File: src/rtl/alu_pkg.sv
// Shared opcode and FSM state encodings for the iterative ALU.
package alu_pkg;

  typedef enum logic [2:0] {
    OP_ADD  = 3'b000,
    OP_SUB  = 3'b001,
    OP_SRL  = 3'b010,
    OP_NOR  = 3'b011,
    OP_NAND = 3'b100,
    OP_SRA  = 3'b101,
    OP_SLL  = 3'b110,
    OP_MUL  = 3'b111
  } alu_op_e;

  typedef enum logic [1:0] {
    IDLE,
    BUSY,
    DONE
  } alu_state_e;

endpackage

File: src/rtl/adder_n.sv
// Parametrised ripple adder with carry in/out.
module adder_n #(
  parameter int WIDTH = 8
) (
  input  logic             cin,
  input  logic [WIDTH-1:0] A,
  input  logic [WIDTH-1:0] B,
  output logic [WIDTH-1:0] S,
  output logic             Cout
);

  assign {Cout, S} = {1'b0, A} + {1'b0, B} + {{WIDTH{1'b0}}, cin};

endmodule

File: src/rtl/alu_iter.sv
// Registered ALU with valid/ready handshake; shifts step one bit per cycle,
// MUL is an iterative unsigned shift-add.
module alu_iter
  import alu_pkg::*;
#(
  parameter int WIDTH = 8
) (
  input  logic             clk,
  input  logic             rst,
  input  logic             in_valid,
  output logic             in_ready,
  input  logic [WIDTH-1:0] rs1,
  input  logic [WIDTH-1:0] rs2,
  input  logic [2:0]       ctrl,
  output logic             out_valid,
  input  logic             out_ready,
  output logic [WIDTH-1:0] out,
  output logic             carry,
  output logic             overflow,
  output logic             zero,
  output logic             negative
);

  localparam int SHAMT_W = $clog2(WIDTH);
  localparam int CNT_W   = SHAMT_W + 1;
  localparam int MSB     = WIDTH - 1;

  alu_state_e state, state_next;

  alu_op_e              op_in, op_q;
  logic [SHAMT_W-1:0]   amt_in;
  logic                 accept;
  logic                 is_shift_in;

  logic [CNT_W-1:0]     cnt;
  logic [WIDTH-1:0]     work;
  logic [WIDTH-1:0]     mcand;
  logic [2*WIDTH-1:0]   prod;

  logic [WIDTH-1:0]     add_a, add_b, add_sum;
  logic                 add_cin, add_cout;

  logic [WIDTH-1:0]     sh_next;
  logic                 sh_bit;
  logic [2*WIDTH-1:0]   p_next;

  logic [WIDTH-1:0]     res;
  logic                 res_c, res_v, load;

  assign op_in       = alu_op_e'(ctrl);
  assign amt_in      = rs2[SHAMT_W-1:0];
  assign accept      = in_valid && in_ready;
  assign is_shift_in = (op_in == OP_SLL) || (op_in == OP_SRL) || (op_in == OP_SRA);

  // One adder serves ADD/SUB at accept and the MUL accumulate while busy.
  adder_n #(.WIDTH(WIDTH)) u_add (
    .cin  (add_cin),
    .A    (add_a),
    .B    (add_b),
    .S    (add_sum),
    .Cout (add_cout)
  );

  // Adder operand selection
  always_comb begin
    add_a   = rs1;
    add_b   = rs2;
    add_cin = 1'b0;
    if (state == BUSY) begin
      add_a = prod[2*WIDTH-1:WIDTH];
      add_b = prod[0] ? mcand : '0;
    end else if (op_in == OP_SUB) begin
      add_b   = ~rs2;
      add_cin = 1'b1;
    end
  end

  // Single shift step and single multiply step on the latched operands
  always_comb begin
    sh_next = work;
    sh_bit  = 1'b0;
    case (op_q)
      OP_SLL:  {sh_bit, sh_next} = {work, 1'b0};
      OP_SRL:  {sh_next, sh_bit} = {1'b0, work};
      OP_SRA:  {sh_next, sh_bit} = {work[MSB], work};
      default: ;
    endcase
    // Product register holds {partial high, remaining multiplier}; shift right
    // each step with the adder carry entering at the top.
    p_next = {add_cout, add_sum, prod[WIDTH-1:1]};
  end

  // Result and flags to register this cycle, if any
  always_comb begin
    res   = '0;
    res_c = 1'b0;
    res_v = 1'b0;
    load  = 1'b0;
    if (state == IDLE && accept) begin
      case (op_in)
        OP_ADD, OP_SUB: begin
          res   = add_sum;
          res_c = add_cout;
          res_v = (rs1[MSB] == add_b[MSB]) && (add_sum[MSB] != rs1[MSB]);
          load  = 1'b1;
        end
        OP_NOR: begin
          res  = ~(rs1 | rs2);
          load = 1'b1;
        end
        OP_NAND: begin
          res  = ~(rs1 & rs2);
          load = 1'b1;
        end
        OP_SLL, OP_SRL, OP_SRA: begin
          if (amt_in == '0) begin
            res  = rs1;
            load = 1'b1;
          end
        end
        default: ;
      endcase
    end else if (state == BUSY && cnt == CNT_W'(1)) begin
      load = 1'b1;
      if (op_q == OP_MUL) begin
        res   = p_next[WIDTH-1:0];
        res_c = |p_next[2*WIDTH-1:WIDTH];
      end else begin
        res   = sh_next;
        res_c = sh_bit;
      end
    end
  end

  // FSM state register
  always_ff @(posedge clk) begin
    if (rst) state <= IDLE;
    else     state <= state_next;
  end

  // FSM next-state logic
  always_comb begin
    state_next = state;
    case (state)
      IDLE: begin
        if (accept) begin
          if (op_in == OP_MUL || (is_shift_in && amt_in != '0)) state_next = BUSY;
          else                                                   state_next = DONE;
        end
      end
      BUSY:    if (cnt == CNT_W'(1)) state_next = DONE;
      DONE:    if (out_ready) state_next = IDLE;
      default: state_next = IDLE;
    endcase
  end

  // FSM handshake outputs
  always_comb begin
    in_ready  = (state == IDLE) && !rst;
    out_valid = (state == DONE);
  end

  // Datapath: operand latching, iteration and result registers
  always_ff @(posedge clk) begin
    if (rst) begin
      out      <= '0;
      carry    <= 1'b0;
      overflow <= 1'b0;
      zero     <= 1'b0;
      negative <= 1'b0;
      cnt      <= '0;
      work     <= '0;
      mcand    <= '0;
      prod     <= '0;
      op_q     <= OP_ADD;
    end else begin
      if (load) begin
        out      <= res;
        carry    <= res_c;
        overflow <= res_v;
        zero     <= (res == '0);
        negative <= res[MSB];
      end
      if (state == IDLE && accept) begin
        op_q  <= op_in;
        work  <= rs1;
        mcand <= rs1;
        prod  <= {{WIDTH{1'b0}}, rs2};
        cnt   <= (op_in == OP_MUL) ? CNT_W'(WIDTH) : {1'b0, amt_in};
      end else if (state == BUSY) begin
        work <= sh_next;
        prod <= p_next;
        cnt  <= cnt - CNT_W'(1);
      end
    end
  end

endmodule

File: config.mk
export PLATFORM = sky130hd
export DESIGN_NAME = alu_iter
export DESIGN_NICKNAME = d
export VERILOG_FILES = /design/src/rtl/alu_pkg.sv /design/src/rtl/adder_n.sv /design/src/rtl/alu_iter.sv
export SDC_FILE = /design/constraint.sdc
export NUM_CORES = 1
export LEC_CHECK = 0
export CORE_MARGIN = 4
export CORE_UTILIZATION = 60
export DETAILED_ROUTE_END_ITERATION = 7
export GPL_ROUTABILITY_DRIVEN = 0
export PLACE_DENSITY_LB_ADDON = 0.08
export SETUP_SLACK_MARGIN = 0.15
export SLEW_MARGIN = 30
export SYNTH_ARGS = -nofsm -noshare
export SYNTH_HDL_FRONTEND = slang
export SYNTH_SLANG_ARGS = --single-unit
File: constraint.sdc
create_clock -name clk -period 9 [get_ports clk]
set_input_delay 1.8 -clock clk [delete_from_list [all_inputs] [get_ports clk]]
set_output_delay 1.8 -clock clk [all_outputs]
set_load 0.005 [all_outputs]
==> results.yml, run 1 <==
synthesis:
  syn_area_per_cell_sq_um: 7.41
  yosys-top-cells-area: "dfxtp_1 30%, nand2_1 7.4%, a21oi_1 5.5%, nor2_1 4.8%, a22oi_1 4.1%"
  yosys_warnings: 0
  synth_fp_nets: 504
  syn-instance-count: 470
  synth_top_cell_by_area: "dfxtp_1"
  yosys_most_used_dff: "dfxtp_1"
  synth-seq-cells: 52
  synthArstFlopShare_pct: 0
  synth_edf_count: 0
  ys_seq_area_share_pct: 29.9
  synth_area_sq_mm: 0.00348
  yosysUniqueCellTypes: 66
  yosysTopAreaCellShare_pct: 29.9
power:
  p_switching_uw: 206
  p_total_uw: 613
  max-vdd-ir-drop_mv: 0.0950
  p_comb_share_pct: 28.7
  clockPowerShare_pct: 28.7
  p_int_uw: 407
  power_density_mw_per_mm2: 155
  p_sw_share_pct: 33.6
  power_leakage_uw: 0.00141
  seqPwrFrac_pct: 42.5
timing:
  setup_viol: 0
  setup_tns_ps: 0
  fmax_ghz: 0.186
  min_period_ps: 5370
  layout_setup_ws_ps: 3630
  fin_skew_ps: 3.37
  relSlewSlack_pct: 49.7
  finalMaxSlewViolations: 0
  period_share_pct: 59.6
  rsz0062_at_grt: "no"
  worst_pin_slew_ps: 753
  hold_viol: 0
placement:
  place_ws_ps: 3370
  detailedPlacementHpwl_mm: 7.64
  port-buffer-count: 36
  place_area_sq_mm: 0.00383
cells_and_area:
  n_antenna_cell: 0
  final_net_count: 516
  fin_area_sq_mm: 0.00396
  area_growth_pct: 13.5
  drive_gt1_share_pct: 4.55
routing:
  vias_per_cell: 6.82
  drc: 0
  wl_met2_mm: 4.65
  dr.max_layer_used: "met4"
  vias: 3787
  dr_wl_met3_mm: 1.04
  ant_nets: 0
  first_iter_violations: 335
  wl_per_cell_microns: 19.4
  wl_mm: 10.8
  dr.pass1.iters: 6
  met1Wirelength_mm: 4.55
cts:
  cts_setup_buffers: 0
  ctsHoldBuffers: 0
  post_cts_resized: 0
  cts-buffers-inserted: 5
  htree_levels: 2
  cts.clk_slew.worst_paths_ps: 100
  cts_buffer_depth: 2
  clk_latency_ps: 320
  cts-root-buf: "clkbuf_8"
  clock_sinks: 52
  cts_tree: "done"
run_status:
  outcome: "finished clean"
min_path:
  hold_path_class: "flip-flop to flip-flop"
  hp-start: "prod[12]$_SDFFE_PP0P_"
worst_setup_path:
  worst_r2r_startpoint: "state[0]$_SDFFE_PP0P_"
  critical_path.max_fanout: 13
  worstPathRequired_ps: 9260
  startpoint_type: "input pin"
  crit_chain: "clkdlybuf4s50_1 > nor3b_1 > buf_4 > xnor2_1 > o21ai_0 > fa_1 > inv_1 > fa_1 > xnor2_1 > a22o_1 > a211o_1 > nor3_1 > a41oi_1 > or4_1 > o21ai_1"
  crit_family: "compound AO/OA/AOI/OAI gates"
  startpoint: "ctrl[0]"
  cp.arrival_ps: 5620
  critPathMaxStageDelay_ps: 720
  critPathSlowestCell: "clkdlybuf4s50_1"
  critPathCaptureType: "flip-flop"
  criticalPathCategory: "input pin to flip-flop"
  path_buf_inv: 3
global_route:
  grt_usage_pct: 30.4
  grt_pass1_wl_mm: 17.4
  grt_pass1_vias: 3494
  gr-total-overflow: 0
  grt_antenna_before_repair: 0
  grt_max_degree: 58
floorplan:
  ios: 37
  row_count: 27
  design.die.area_sq_mm: 0.00709
  coreArea_sq_mm: 0.00557
  die_w_microns: 84.2
  die_y_microns: 84.2
  start_util_pct: 62.5
job:
  maxCapViolations: 0
## cell type report
cell class,instances,area (sq um)
multi-input cells,371,2260
inverters,11,41.3
well taps,72,90.1
clock buffers,6,82.6
repair buffers,41,398
fillers,484,1620
flip-flops and latches,52,1040
clock inverters,2,38.8
## tightest hold or removal path, cell delays in order (launching register included)
cell and delay, ps:
dfxtp_1 320, nand2_1 50, a21oi_1 50
## synth_stat cells (all sizes together), types with 9 or more instances
cell type and number:
inv 11, xnor2 15, nand2 69, nand3 17
ha 9, buf 12, nor2b 10, dfxtp 52
a22oi 19, nor2 45, nor3 17, clkbuf 24
a21oi 38, o21ai 25
## layout by cell type, fill, tap and decap left out, types with 6 or more instances in the layout
cell	count
ha_1	9
a22o_1	7
a211oi_1	7
nor3_1	17
a22oi_1	19
o21ai_0	24
nor2b_1	9
dfxtp_1	52
a21oi_1	38
a221oi_1	7
clkbuf_8	6
nand3_1	17
nand2_1	69
clkdlybuf4s50_1	36
nand2b_1	6
nor2_1	44
inv_1	11
xnor2_1	15
## path summary, 6_finish.rpt
kind | to | slack, ps | cells after the start
max | zero$_SDFFE_PP0P_ | 3630 | 15
min reg2reg | prod[12]$_SDFFE_PP0P_ | 460 | 2
min | prod[12]$_SDFFE_PP0P_ | 460 | 2
max reg2reg | zero$_SDFFE_PP0P_ | 5250 | 14
## through the flow
stage | instances | hold WS, ps | util (%)
5_1_grt | 555 | 478 | 71.0
3_5_place_dp | 547 | 446 | 68.8
2_1_floorplan | 470 | 422 | -
4_1_cts | 555 | 461 | 71.0
3_3_place_gp | 547 | 431 | 68.6
6_report | 555 | 461 | 71.0
## flip-flops by register name, summed over array words and instances, names as in the netlist
signal and cells:
cnt 4, carry 1, prod 16, overflow 1
mcand 8, work 8, op_q 3, zero 1
state 2, out 8
## power by group through the flow
stage / combinational (uW) / sequential [uW] / clock [uW]
finish: 176 / 261 / 176
floorplan: 124 / 258 / 0
CTS: 173 / 260 / 177
global placement: 167 / 265 / 0
global route: 194 / 263 / 187
detailed placement: 171 / 265 / 0
## cells by family after synthesis
group | share of synthesized area [%]
buf+inv | 5.60
flops | 29.9
simple gates | 25.7
mux | 0.898
fa+ha+maj | 4.38
compound gates | 29.5
xor+xnor | 4.02
## metal layers
layer  up-vias  track usage (%)
met5         -                0
met2       216             46.1
met4         0             14.3
met1      1762             40.4
met3        68             7.85
li1       1741                -
Power figures use the tool's default switching activity.
==> run 2: changes to the inputs <==
--- a/config.mk
+++ b/config.mk
@@ -6,7 +6,7 @@
 export NUM_CORES = 1
 export LEC_CHECK = 0
 export CORE_MARGIN = 4
-export CORE_UTILIZATION = 60
+export CORE_UTILIZATION = 57
 export DETAILED_ROUTE_END_ITERATION = 7
 export GPL_ROUTABILITY_DRIVEN = 0
 export PLACE_DENSITY_LB_ADDON = 0.08
==> constraint.sdc (replaced) <==
create_clock -name clk -period 5 [get_ports clk]
set_input_delay 1 -clock clk [delete_from_list [all_inputs] [get_ports clk]]
set_output_delay 1 -clock clk [all_outputs]
set_load 0.005 [all_outputs]
==> run 2 against run 1 <==
Compared with the run above:
- register-to-register slack got worse by 4100 ps
- clock skew rose by 7.3 ps
- hold slack improved by 2.5 ps
- largest cell class unchanged
- worst setup slack got worse by 2900 ps
==> results.yml, run 2 (same netlist as run 1, synthesis figures left out) <==
worst_setup_path:
  critical_path.max_fanout: 8
  ff2ff_setup_slack_ps: 1120
  critPathSlowestCell: "clkdlybuf4s50_1"
  worst_r2r_startpoint: "state[0]$_SDFFE_PP0P_"
  timing.rr.end: "zero$_SDFFE_PP0P_"
  crit_chain: "clkdlybuf4s50_1 > nor3b_1 > buf_4 > xnor2_1 > o21ai_0 > inv_1 > fa_1 > xnor2_1 > a22o_1 > a211o_1 > nor3_1 > a41oi_1 > or4_1 > o21ai_1"
  worstPathRequired_ps: 5260
  critPathCaptureType: "flip-flop"
  critPathMaxStageDelay_ps: 470
  cp.arrival_ps: 4540
  crit_family: "compound AO/OA/AOI/OAI gates"
  reg2regPathDepth: 11
  criticalPathCategory: "input pin to flip-flop"
  startpoint_type: "input pin"
  path_buf_inv: 3
  crit_top_cell: "xnor2_1"
global_route:
  grt_max_degree: 38
  gr-total-overflow: 0
  grt_pass1_wl_mm: 17.8
  grt_pass1_vias: 3485
  grt_antenna_before_repair: 0
  grt_usage_pct: 30.3
floorplan:
  die_y_microns: 86.2
  ios: 37
  start_util_pct: 58.9
  row_count: 28
  design.die.area_sq_mm: 0.00743
  coreArea_sq_mm: 0.00592
  die_w_microns: 86.2
cells_and_area:
  largest-register: "prod"
  n_antenna_cell: 0
  final_util_pct: 66.9
  area_growth_pct: 13.7
  final_net_count: 520
  largest_reg_flops: 16
  final_common_cell: "nand2_1"
  mostFrequentLayoutCells: "69 x nand2_1, 52 x dfxtp_1, 44 x nor2_1"
  drive_gt1_share_pct: 5.13
timing:
  rsz0062_at_grt: "no"
  relSlewSlack_pct: 47.0
  fin_skew_ps: 10.7
  period_share_pct: 85.6
  fmax_ghz: 0.234
  hold_viol: 0
  min_period_ps: 4280
  worst_pin_slew_ps: 791
  finalMaxSlewViolations: 0
  setup_viol: 0
  setup_tns_ps: 0
routing:
  wl_mm: 10.9
  first_iter_violations: 448
  dr.pass1.iters: 5
  ant_nets: 0
  wl_per_cell_microns: 19.3
  vias_per_cell: 6.63
  drc: 0
  vias: 3724
cts:
  cts-buffers-inserted: 5
  cts_tree: "done"
  ctsHoldBuffers: 0
  post_cts_resized: 0
  cts_setup_buffers: 0
  htree_levels: 2
  cts.clk_slew.worst_paths_ps: 100
  cts_buffer_depth: 2
  clock_sinks: 52
  cts-root-buf: "clkbuf_8"
  clk_latency_ps: 320
min_path:
  hold_path_end: "prod[12]$_SDFFE_PP0P_"
  holdPathStages: 2
  hp-start: "prod[12]$_SDFFE_PP0P_"
  hold_path_class: "flip-flop to flip-flop"
placement:
  port-buffer-count: 36
  detailedPlacementHpwl_mm: 7.71
power:
  max-vdd-ir-drop_mv: 0.147
  power_leakage_uw: 0.00142
  power_density_mw_per_mm2: 267
job:
  maxCapViolations: 0
run_status:
  outcome: "finished clean"
-- run 2: cell count changes in the layout (fill, tap and decap cells not counted), sizes merged --
| cell | change |
|---|---|
| buf | +4 |
| bufinv | -1 |
| clkbuf | +1 |
| clkinv | -1 |
| clkinvlp | +1 |
-- run 2: metal layers --
metal / routed length (microns) / GRT usage, % / up-vias
met5: 0 / 0 / -
met4: 262 / 9.63 / 0
met3: 899 / 4.66 / 29
met2: 4900 / 48.5 / 209
met1: 4810 / 42.1 / 1737
li1: - / - / 1749
-- run 2: worst min-delay path: stages (launching register included) --
cell and delay (ps):
dfxtp_1 330, nand2_1 50, a21oi_1 50
-- run 2: how the worst max path moves through the flow --
stage,from,slack [ps],depth (start not counted),to
2_1_floorplan,ctrl[0],970,15,zero$_SDFFE_PP0P_
3_3_place_gp,ctrl[0],490,14,zero$_SDFFE_PP0P_
3_5_place_dp,ctrl[0],450,14,zero$_SDFFE_PP0P_
4_1_cts,ctrl[0],750,14,zero$_SDFFE_PP0P_
5_1_grt,ctrl[0],440,14,zero$_SDFFE_PP0P_
6_report,ctrl[0],720,14,zero$_SDFFE_PP0P_
-- run 2: power breakdown --
part,internal (uW),switching [uW]
sequential,440,28.9
combinational,131,193
clock,113,153
-- run 2: area by class of cell --
cell class	count	area, sq um
multi-input cells	371	2260
fillers	594	1960
flip-flops and latches	52	1040
repair buffers	45	428
well taps	75	93.8
clock buffers	7	86.3
inverters	11	41.3
clock inverters	1	7.51
-- run 2: metrics by stage --
stage | worst slack (ps) | power [uW] | hold slack, ps | area (sq um) | std cells
5_1_grt | 437 | 1110 | 479 | 3960 | 562
6_report | 720 | 1060 | 463 | 3960 | 562
3_3_place_gp | 492 | 784 | 438 | 3860 | 554
2_1_floorplan | 966 | 688 | 422 | 3480 | 470
4_1_cts | 747 | 1050 | 462 | 3960 | 562
3_5_place_dp | 445 | 792 | 448 | 3870 | 554
==> run 3: changes to the inputs <==
--- a/config.mk
+++ b/config.mk
@@ -9,6 +9,7 @@
 export CORE_UTILIZATION = 57
 export DETAILED_ROUTE_END_ITERATION = 7
 export GPL_ROUTABILITY_DRIVEN = 0
+export GPL_TIMING_DRIVEN = 0
 export PLACE_DENSITY_LB_ADDON = 0.08
 export SETUP_SLACK_MARGIN = 0.15
 export SLEW_MARGIN = 30
==> run 3 against run 2 <==
Compared with the run above:
- power increased by 5.9%
- critical path depth increased by 2
- hold slack got worse by 4.5 ps
- global-route usage increased by 1.6 points
- combinational power increased by 6.8%
- clock skew decreased by 2.2 ps
- critical endpoint unchanged
- largest cell class unchanged
==> results.yml, run 3 (same netlist as run 1, synthesis figures left out) <==
run_status:
  outcome: "finished clean"
cts:
  cts.clk_slew.worst_paths_ps: 100
  ctsHoldBuffers: 0
  cts-buffers-inserted: 5
  clk_latency_ps: 320
  post_cts_resized: 0
  cts-root-buf: "clkbuf_8"
  clock_sinks: 52
  cts_setup_buffers: 0
  htree_levels: 2
  cts_buffer_depth: 2
  cts_tree: "done"
cells_and_area:
  fin_area_sq_mm: 0.00404
  largest_reg_flops: 16
  final_net_count: 543
  final_util_pct: 68.2
  drive_gt1_share_pct: 4.71
  largest-register: "prod"
  area_growth_pct: 15.8
  fillCellCount: 545
  n_antenna_cell: 0
  mostFrequentLayoutCells: "69 x nand2_1, 52 x dfxtp_1, 45 x nor2_1"
  final_common_cell: "nand2_1"
power:
  p_total_uw: 1120
  power_leakage_uw: 0.00145
  power_density_mw_per_mm2: 278
  max-vdd-ir-drop_mv: 0.234
routing:
  vias: 3866
  first_iter_violations: 456
  wl_per_cell_microns: 19.4
  drc: 0
  wl_mm: 11.4
  dr.pass1.iters: 5
  vias_per_cell: 6.61
  ant_nets: 0
timing:
  fin_skew_ps: 8.55
  hold_viol: 0
  finalMaxSlewViolations: 0
  layout_setup_ws_ps: 373
  setup_viol: 0
  period_share_pct: 92.5
  fmax_ghz: 0.216
  rsz0062_at_grt: "no"
  worst_pin_slew_ps: 731
  holdWs_ps: 459
  relSlewSlack_pct: 51.1
  min_period_ps: 4630
floorplan:
  die_y_microns: 86.2
  die_w_microns: 86.2
  start_util_pct: 58.9
  ios: 37
  coreArea_sq_mm: 0.00592
  row_count: 28
  design.die.area_sq_mm: 0.00743
worst_setup_path:
  criticalPathCategory: "input pin to flip-flop"
  critical_path.max_fanout: 10
  worstPathRequired_ps: 5250
  critPathCaptureType: "flip-flop"
  cp.arrival_ps: 4880
  startpoint_type: "input pin"
global_route:
  gr-total-overflow: 0
  grt_max_degree: 17
  grt_antenna_before_repair: 0
  grt_pass1_wl_mm: 18.6
  grt_usage_pct: 31.9
  grt_pass1_vias: 3706
placement:
  port-buffer-count: 33
  detailedPlacementHpwl_mm: 8.65
  place_area_sq_mm: 0.00391
  place_ws_ps: -155
min_path:
  hold_path_class: "flip-flop to flip-flop"
job:
  maxCapViolations: 0
-- run 3: per-layer routing --
layer	up-vias	track usage [%]	share of wire (%)
met5	-	0	0
met4	0	13.6	3.8
met3	43	6.75	12
met2	264	48.7	43
met1	1763	43.7	41
li1	1796	-	-
-- run 3: path summary, 6_finish.rpt --
path / startpoint / endpoint / slack (ps) / cells after the start
max reg2reg: state[0]$_SDFFE_PP0P_ / zero$_SDFFE_PP0P_ / 700 / 15
min reg2reg: mcand[7]$_SDFFE_PP0P_ / mcand[7]$_SDFFE_PP0P_ / 460 / 2
max: ctrl[0] / zero$_SDFFE_PP0P_ / 370 / 16
min: mcand[7]$_SDFFE_PP0P_ / mcand[7]$_SDFFE_PP0P_ / 460 / 2
-- run 3: per-stage QoR --
step	cells	TNS, ps
after floorplan	470	0
after global placement	578	-155
after detailed placement	578	-155
after CTS	586	0
after global routing	585	0
final	585	0
-- run 3: layout make-up --
class | count | area, sq um | area share [%]
multi-input combinational | 371 | 2250 | 55.8
sequential | 52 | 1040 | 25.8
timing repair buffer | 33 | 330 | 8.18
buffer | 35 | 156 | 3.87
tap | 75 | 93.8 | 2.32
clock buffer | 6 | 82.6 | 2.05
inverter | 11 | 41.3 | 1.02
clock inverter | 2 | 38.8 | 0.961
-- run 3: worst max-delay path, stage by stage --
cell	delay [ps]
clkdlybuf4s50_1	510
clkbuf_4	230
nor3b_1	190
clkbuf_4	270
xnor2_1	100
o21ai_2	190
fa_1	230
inv_1	50
fa_1	390
xnor2_1	200
a22o_1	250
a211o_1	290
nor3_1	250
a41oi_1	140
or4_1	430
o21ai_1	150
-- run 3: power breakdown --
group | switching [uW] | internal (uW) | leakage (uW) | total, uW
Combinational | 213 | 133 | 0.000965 | 346
Sequential | 20.9 | 440 | 0.000425 | 461
Clock | 151 | 164 | 0.0000614 | 315
Total | 384 | 737 | 0.00145 | 1120
